`src/rtl/mem_stage_ctrl_if.sv`:
```
// rtl/mem_stage_ctrl_if.sv - upstream and data-memory signal bundle for mem_stage_ctrl
//
// Purpose: groups the instruction handshake, the req/ack data-memory port and
// the result/status outputs of the Y86-64 memory-stage controller.
// Ports (signals):
//   start, icode, valE, valA, valP      upstream transaction request
//   mem_req, mem_we, mem_addr, mem_wdata request to data memory
//   mem_ack, mem_rdata                  data memory completion
//   valM, done, busy, dmem_error        result and status back upstream
// Modports: master = environment (pipeline + memory), slave = controller.
interface mem_stage_ctrl_if;
  logic        start;
  logic [3:0]  icode;
  logic [63:0] valE;
  logic [63:0] valA;
  logic [63:0] valP;
  logic        mem_req;
  logic        mem_we;
  logic [63:0] mem_addr;
  logic [63:0] mem_wdata;
  logic        mem_ack;
  logic [63:0] mem_rdata;
  logic [63:0] valM;
  logic        done;
  logic        busy;
  logic        dmem_error;

  modport master (
    output start, icode, valE, valA, valP, mem_ack, mem_rdata,
    input  mem_req, mem_we, mem_addr, mem_wdata, valM, done, busy, dmem_error
  );

  modport slave (
    input  start, icode, valE, valA, valP, mem_ack, mem_rdata,
    output mem_req, mem_we, mem_addr, mem_wdata, valM, done, busy, dmem_error
  );
endinterface

```
`src/rtl/mem_stage_ctrl.sv`:
```
// rtl/mem_stage_ctrl.sv - Y86-64 memory-stage controller with req/ack data-memory port
//
// Purpose: takes one decoded instruction per transaction, decides whether it
// reads or writes data memory, bounds-checks the address, runs the req/ack
// handshake with a timeout, and returns valM / dmem_error with a done pulse.
// Ports:
//   clk    rising-edge clock
//   rst_n  asynchronous active-low reset
//   bus    mem_stage_ctrl_if.slave (see interface file for signal list)
module mem_stage_ctrl #(
  parameter int MEM_BYTES = 8192,
  parameter int TIMEOUT   = 16
) (
  input logic             clk,
  input logic             rst_n,
  mem_stage_ctrl_if.slave bus
);

  localparam int              CW       = $clog2(TIMEOUT + 1);
  localparam logic [63:0]     LAST_OK  = 64'(MEM_BYTES - 8);
  localparam logic [CW-1:0]   CNT_LAST = CW'(TIMEOUT - 1);

  typedef enum logic [1:0] {S_IDLE, S_CHECK, S_REQ, S_FIN} state_t;

  state_t          r_state;
  logic            r_access;
  logic            r_we;
  logic [63:0]     r_addr;
  logic [63:0]     r_wdata;
  logic [63:0]     r_valm;
  logic            r_req;
  logic            r_done;
  logic            r_busy;
  logic            r_err;
  logic [CW-1:0]   r_wait;

  logic            w_is_wr;
  logic            w_is_rd;
  logic [63:0]     w_addr;
  logic [63:0]     w_wdata;

  // Decode of the incoming instruction; only used on the accepting cycle.
  always_comb begin
    w_is_wr = 1'b0;
    w_is_rd = 1'b0;
    case (bus.icode)
      4'd4, 4'd8, 4'd10: w_is_wr = 1'b1;
      4'd5, 4'd9, 4'd11: w_is_rd = 1'b1;
      default: ;
    endcase
    // ret/popq address the stack through valA; everything else uses valE.
    w_addr  = (bus.icode == 4'd9 || bus.icode == 4'd11) ? bus.valA : bus.valE;
    // call pushes the return address.
    w_wdata = (bus.icode == 4'd8) ? bus.valP : bus.valA;
  end

  always_ff @(posedge clk or negedge rst_n) begin
    if (!rst_n) begin
      r_state  <= S_IDLE;
      r_access <= 1'b0;
      r_we     <= 1'b0;
      r_addr   <= '0;
      r_wdata  <= '0;
      r_valm   <= '0;
      r_req    <= 1'b0;
      r_done   <= 1'b0;
      r_busy   <= 1'b0;
      r_err    <= 1'b0;
      r_wait   <= '0;
    end else begin
      case (r_state)
        S_IDLE: begin
          if (bus.start) begin
            r_access <= w_is_wr | w_is_rd;
            r_we     <= w_is_wr;
            r_addr   <= w_addr;
            r_wdata  <= w_wdata;
            r_busy   <= 1'b1;
            r_state  <= S_CHECK;
          end
        end
        S_CHECK: begin
          if (!r_access) begin
            r_err   <= 1'b0;
            r_done  <= 1'b1;
            r_state <= S_FIN;
          end else if (r_addr > LAST_OK) begin
            // Unsigned compare also rejects negative signed addresses.
            r_err   <= 1'b1;
            r_done  <= 1'b1;
            r_state <= S_FIN;
          end else begin
            r_err   <= 1'b0;
            r_req   <= 1'b1;
            r_wait  <= '0;
            r_state <= S_REQ;
          end
        end
        S_REQ: begin
          // Ack is tested before the timeout so a last-cycle ack still succeeds.
          if (bus.mem_ack) begin
            r_req   <= 1'b0;
            if (!r_we) r_valm <= bus.mem_rdata;
            r_done  <= 1'b1;
            r_state <= S_FIN;
          end else if (r_wait == CNT_LAST) begin
            r_req   <= 1'b0;
            r_err   <= 1'b1;
            r_done  <= 1'b1;
            r_state <= S_FIN;
          end else begin
            r_wait  <= r_wait + 1'b1;
          end
        end
        S_FIN: begin
          r_done  <= 1'b0;
          r_busy  <= 1'b0;
          r_state <= S_IDLE;
        end
      endcase
    end
  end

  assign bus.mem_req    = r_req;
  assign bus.mem_we     = r_we;
  assign bus.mem_addr   = r_addr;
  assign bus.mem_wdata  = r_wdata;
  assign bus.valM       = r_valm;
  assign bus.done       = r_done;
  assign bus.busy       = r_busy;
  assign bus.dmem_error = r_err;

endmodule

```
`src/flat_wrapper.sv`:
```
// flat-port wrapper written by rule: the top's interface ports become plain ports
module mem_stage_ctrl_flat 
#(
  parameter int MEM_BYTES = 8192,
  parameter int TIMEOUT   = 16
)
  (clk, rst_n, bus_start, bus_icode, bus_valE, bus_valA, bus_valP, bus_mem_ack, bus_mem_rdata, bus_mem_req, bus_mem_we, bus_mem_addr, bus_mem_wdata, bus_valM, bus_done, bus_busy, bus_dmem_error);
  mem_stage_ctrl_if bus_i ();
  input logic clk;
  input logic rst_n;
  input wire logic [$bits(bus_i.start)-1:0] bus_start;
  input wire logic [$bits(bus_i.icode)-1:0] bus_icode;
  input wire logic [$bits(bus_i.valE)-1:0] bus_valE;
  input wire logic [$bits(bus_i.valA)-1:0] bus_valA;
  input wire logic [$bits(bus_i.valP)-1:0] bus_valP;
  input wire logic [$bits(bus_i.mem_ack)-1:0] bus_mem_ack;
  input wire logic [$bits(bus_i.mem_rdata)-1:0] bus_mem_rdata;
  output wire logic [$bits(bus_i.mem_req)-1:0] bus_mem_req;
  output wire logic [$bits(bus_i.mem_we)-1:0] bus_mem_we;
  output wire logic [$bits(bus_i.mem_addr)-1:0] bus_mem_addr;
  output wire logic [$bits(bus_i.mem_wdata)-1:0] bus_mem_wdata;
  output wire logic [$bits(bus_i.valM)-1:0] bus_valM;
  output wire logic [$bits(bus_i.done)-1:0] bus_done;
  output wire logic [$bits(bus_i.busy)-1:0] bus_busy;
  output wire logic [$bits(bus_i.dmem_error)-1:0] bus_dmem_error;
  assign bus_i.start = bus_start;
  assign bus_i.icode = bus_icode;
  assign bus_i.valE = bus_valE;
  assign bus_i.valA = bus_valA;
  assign bus_i.valP = bus_valP;
  assign bus_i.mem_ack = bus_mem_ack;
  assign bus_i.mem_rdata = bus_mem_rdata;
  assign bus_mem_req = bus_i.mem_req;
  assign bus_mem_we = bus_i.mem_we;
  assign bus_mem_addr = bus_i.mem_addr;
  assign bus_mem_wdata = bus_i.mem_wdata;
  assign bus_valM = bus_i.valM;
  assign bus_done = bus_i.done;
  assign bus_busy = bus_i.busy;
  assign bus_dmem_error = bus_i.dmem_error;
  mem_stage_ctrl #(.MEM_BYTES(MEM_BYTES), .TIMEOUT(TIMEOUT)) u_core (.clk(clk), .rst_n(rst_n), .bus(bus_i));
endmodule
```
`config.mk`:
```
export PLATFORM = sky130hd
export DESIGN_NAME = mem_stage_ctrl_flat
export DESIGN_NICKNAME = d
export VERILOG_FILES = /design/src/rtl/mem_stage_ctrl_if.sv /design/src/rtl/mem_stage_ctrl.sv /design/src/flat_wrapper.sv
export SDC_FILE = /design/constraint.sdc
export NUM_CORES = 1
export LEC_CHECK = 0
export BUFFER_PORTS_ARGS = -buffer_cell sky130_fd_sc_hd__buf_2
export CORE_AREA = 2 2 198 200
export DETAILED_ROUTE_END_ITERATION = 10
export DIE_AREA = 0 0 200 202
export PLACE_DENSITY = 0.52
export SLEW_MARGIN = 20
export SYNTH_ARGS = -nofsm -noshare
export SYNTH_HDL_FRONTEND = slang
export SYNTH_SLANG_ARGS = --single-unit
```
`constraint.sdc`:
```
create_clock -name clk -period 1.8 [get_ports clk]
set_input_delay 0.36 -clock clk [delete_from_list [all_inputs] [get_ports clk]]
set_output_delay 0.36 -clock clk [all_outputs]
set_load 0.01 [all_outputs]
```
==> run metrics <==
unrepaired setup endpoints after global routing=yes; layout overhead on the synthesized area=50.0%; Slew Limit Headroom=60.6%; Post-DRT Antenna Nets=0; Sink Count=205; achievable frequency=492 MHz; crit-path cells=nor4_1 -> buf_4 -> nand4_1 -> nor2_2 -> buf_4 -> a41oi_2 -> a31o_1 -> a41o_1; clock buffer depth=3; CP max-delay cell=nor4_1; DR iter-0 viols=221; number of port buffers=460; type of destination of the critical path=flop; Yosys top cell by area=dfrtp_1; outcome=complete, but fails checks; busiest grt layer=met2; LEAKAGE=7.50 nW; Synth Instances=808; Final nets=1613; Finish-stage setup viols=9; async set-or-reset flop fraction in the synthesized netlist=100%; CTS tree=done; later-pin clock latency in the skew report=530 ps; YS warnings=0; worst-margin pin slew=592 ps; pwr dens=1660 nW/µm²; root buf cell=clkbuf_16; syn_nets=1078; Core Box Area=38300 µm²; Hold Vio Cnt, Final=0; count of state elements after synthesis=205; wire per inst=17.9 µm; Placer Congestion=0.790; worst setup margin=-232 ps; die span in y=202 µm; top cells by area, synth=dfrtp_1 54%, mux2i_1 14%, mux2_4 9.6%; vias per cell=4.32; Detailed Place HPWL=26100 µm; Mean Syn Cell Area=11.7 µm²; clock slew at reported path FFs=60 ps; Mapped Area=9430 µm²; first-pass GRT wire length=50200 µm; Final Max Slew Viols=0; Die ar.=40400 µm²; worst path arrival time=2460 ps; WL final=33600 µm; Setup crit start kind=flop; number of synthesized flops with an enable pin=0; H-Tree Depth=1; DRC violations left=0; minimum clock period=2030 ps; initial core utilization=24.6%; # IOs=461; failing checks=setup timing; Synth cell types=40; chip width=200 µm; met1 global-route usage=19.9%; Core Rows=72; final core occ=36.9%; predominant post-synthesis flop cell=dfrtp_1; Critical Path RT=2220 ps; met2 track utilization from global routing=28.2%; share of the synthesized area in the top cell type=54.4%; DR pass1 iterations=4; vias in the first global route=8416; worst vdd ir=0.000691 V; GRT Total Usage=16.2%; most used cell, CP=buf_4; critical path class=flop to flop; post-synthesis sequential area ratio=54.4%; max incr delay on CP=430 ps; period utilisation layout=113%; sum of negative setup slack=-1480 ps; total grt overflow=0; final clock skew=9.49 ps; largest net degree at the start of global routing=96; Critical Path Fanout Max=5; met3 Usage GRT=4.96%; total vias in the final route=8117; initial antenna violation count=4; MaxCap Viol Count=0; Hold Path Class=primary input to flop; total CTS buffers=25; share of cells above drive strength 1=50.2%
[cells in the mapped netlist, types with 5 or more instances]
| cell type | n |
|---|---|
| a21oi_1 | 8 |
| buf_1 | 5 |
| buf_2 | 9 |
| buf_4 | 7 |
| buf_6 | 6 |
| clkbuf_1 | 24 |
| dfrtp_1 | 205 |
| ha_1 | 6 |
| inv_1 | 5 |
| mux2_4 | 60 |
| mux2i_1 | 130 |
| nand2_1 | 143 |
| nand3_1 | 5 |
| nand4_1 | 6 |
| nor4_1 | 9 |
| nor4_2 | 5 |
| o21ai_1 | 129 |
| or3_1 | 5 |
[sequential cells by signal, indices dropped and copies added, names as in the netlist]
| register | count |
|---|---|
| u_core.bus.mem_addr | 64 |
| u_core.bus.mem_wdata | 64 |
| u_core.bus.valM | 64 |
| u_core.r_wait | 5 |
| u_core.r_state | 2 |
| u_core.bus.busy | 1 |
| u_core.bus.dmem_error | 1 |
| u_core.bus.done | 1 |
| u_core.bus.mem_req | 1 |
| u_core.bus.mem_we | 1 |
| u_core.r_access | 1 |
[placed cells by master (no fill, tap or decap), types with 5 or more instances in the layout]
master / n
mux2_4: 64
nand3_1: 5
buf_2: 459
a21oi_1: 8
clkbuf_16: 26
buf_4: 73
nand4_1: 6
o21ai_1: 129
bufinv_16: 5
dfrtp_1: 205
buf_12: 16
nand2_1: 141
nor4_1: 8
mux2i_1: 130
[worst max-delay path: cells and delay by family, from the launching register on]
family | cells | cell delay [ps]
AOI/OAI and AO/OA | 3 | 530
buffers and inverters | 2 | 350
DFF | 1 | 390
and+or+nand+nor | 3 | 660
[repair_timing]
action / CTS / global route
pin swaps: 4 / 3
cloned: 3 / 1
hold buffers: 2 / 0
setup buffers: 2 / 0
setup endpoints to repair: 40 / 72
resized for setup: 9 / 12
hold endpoints to repair: 34 / 0
[power by group]
group | switching, mW | total, mW | internal, mW
registers | 1.43 | 8.25 | 6.82
logic | 4.87 | 9.68 | 4.80
clock network | 2.12 | 5.52 | 3.40
[metal layers]
metal	share of wire, %	up-vias
met2	48	325
met1	42	3810
met5	0.12	-
met3	8.8	41
met4	1.5	6
li1	-	3935
[metrics by stage]
stage | cells | worst slack [ps] | instance area, µm² | power [mW] | hold WS, ps
global placement | 1826 | -447 | 13000 | 17.7 | 303
CTS | 1879 | -276 | 14100 | 23.7 | 17.0
floorplan | 808 | -128 | 9440 | 13.0 | 64.4
detailed placement | 1826 | -388 | 13000 | 17.8 | 303
finish | 1881 | -232 | 14100 | 23.4 | 54.7
global route | 1881 | -380 | 14100 | 25.2 | 26.5
[layout make-up]
| type | count | area [µm²] |
|---|---|---|
| Antenna cell | 1 | 2.50 |
| Clock buffer | 31 | 678 |
| Clock inverter | 15 | 219 |
| Fill cell | 3897 | 24100 |
| Inverter | 6 | 25.0 |
| Multi-Input combinational cell | 547 | 4110 |
| Sequential cell | 205 | 5130 |
| Tap cell | 518 | 648 |
| Timing Repair Buffer | 558 | 3330 |
[kinds of logic (layout without fill, tap and decap cells)]
group                      after synthesis  count (layout)  share of synthesized area [%]
and+or+nand+nor                        188             189                           8.91
muxes                                  194             194                           23.8
adders and majority gates                6               6                          0.796
buffers and inverters                   57             610                           3.14
AOI/OAI and AO/OA                      158             158                           8.93
DFF                                    205             205                           54.4
other                                    0               1                              0
[path summary, 6_finish.rpt]
check	start	end	slack, ps	cells past startpoint
worst max-delay path	u_core.bus.mem_addr[55]	u_core.r_wait[1]	-230	8
worst min-delay path	bus_mem_rdata[51]	u_core.bus.valM[51]	50	2
worst max register to register	u_core.bus.mem_addr[55]	u_core.r_wait[1]	-230	8
worst min register to register	u_core.bus.mem_wdata[29]	u_core.bus.mem_wdata[29]	480	2
max in group asynchronous	rst_n	u_core.bus.valM[35]	890	3
min in group asynchronous	rst_n	u_core.bus.valM[44]	320	2
(Power assumes the default switching activity.)
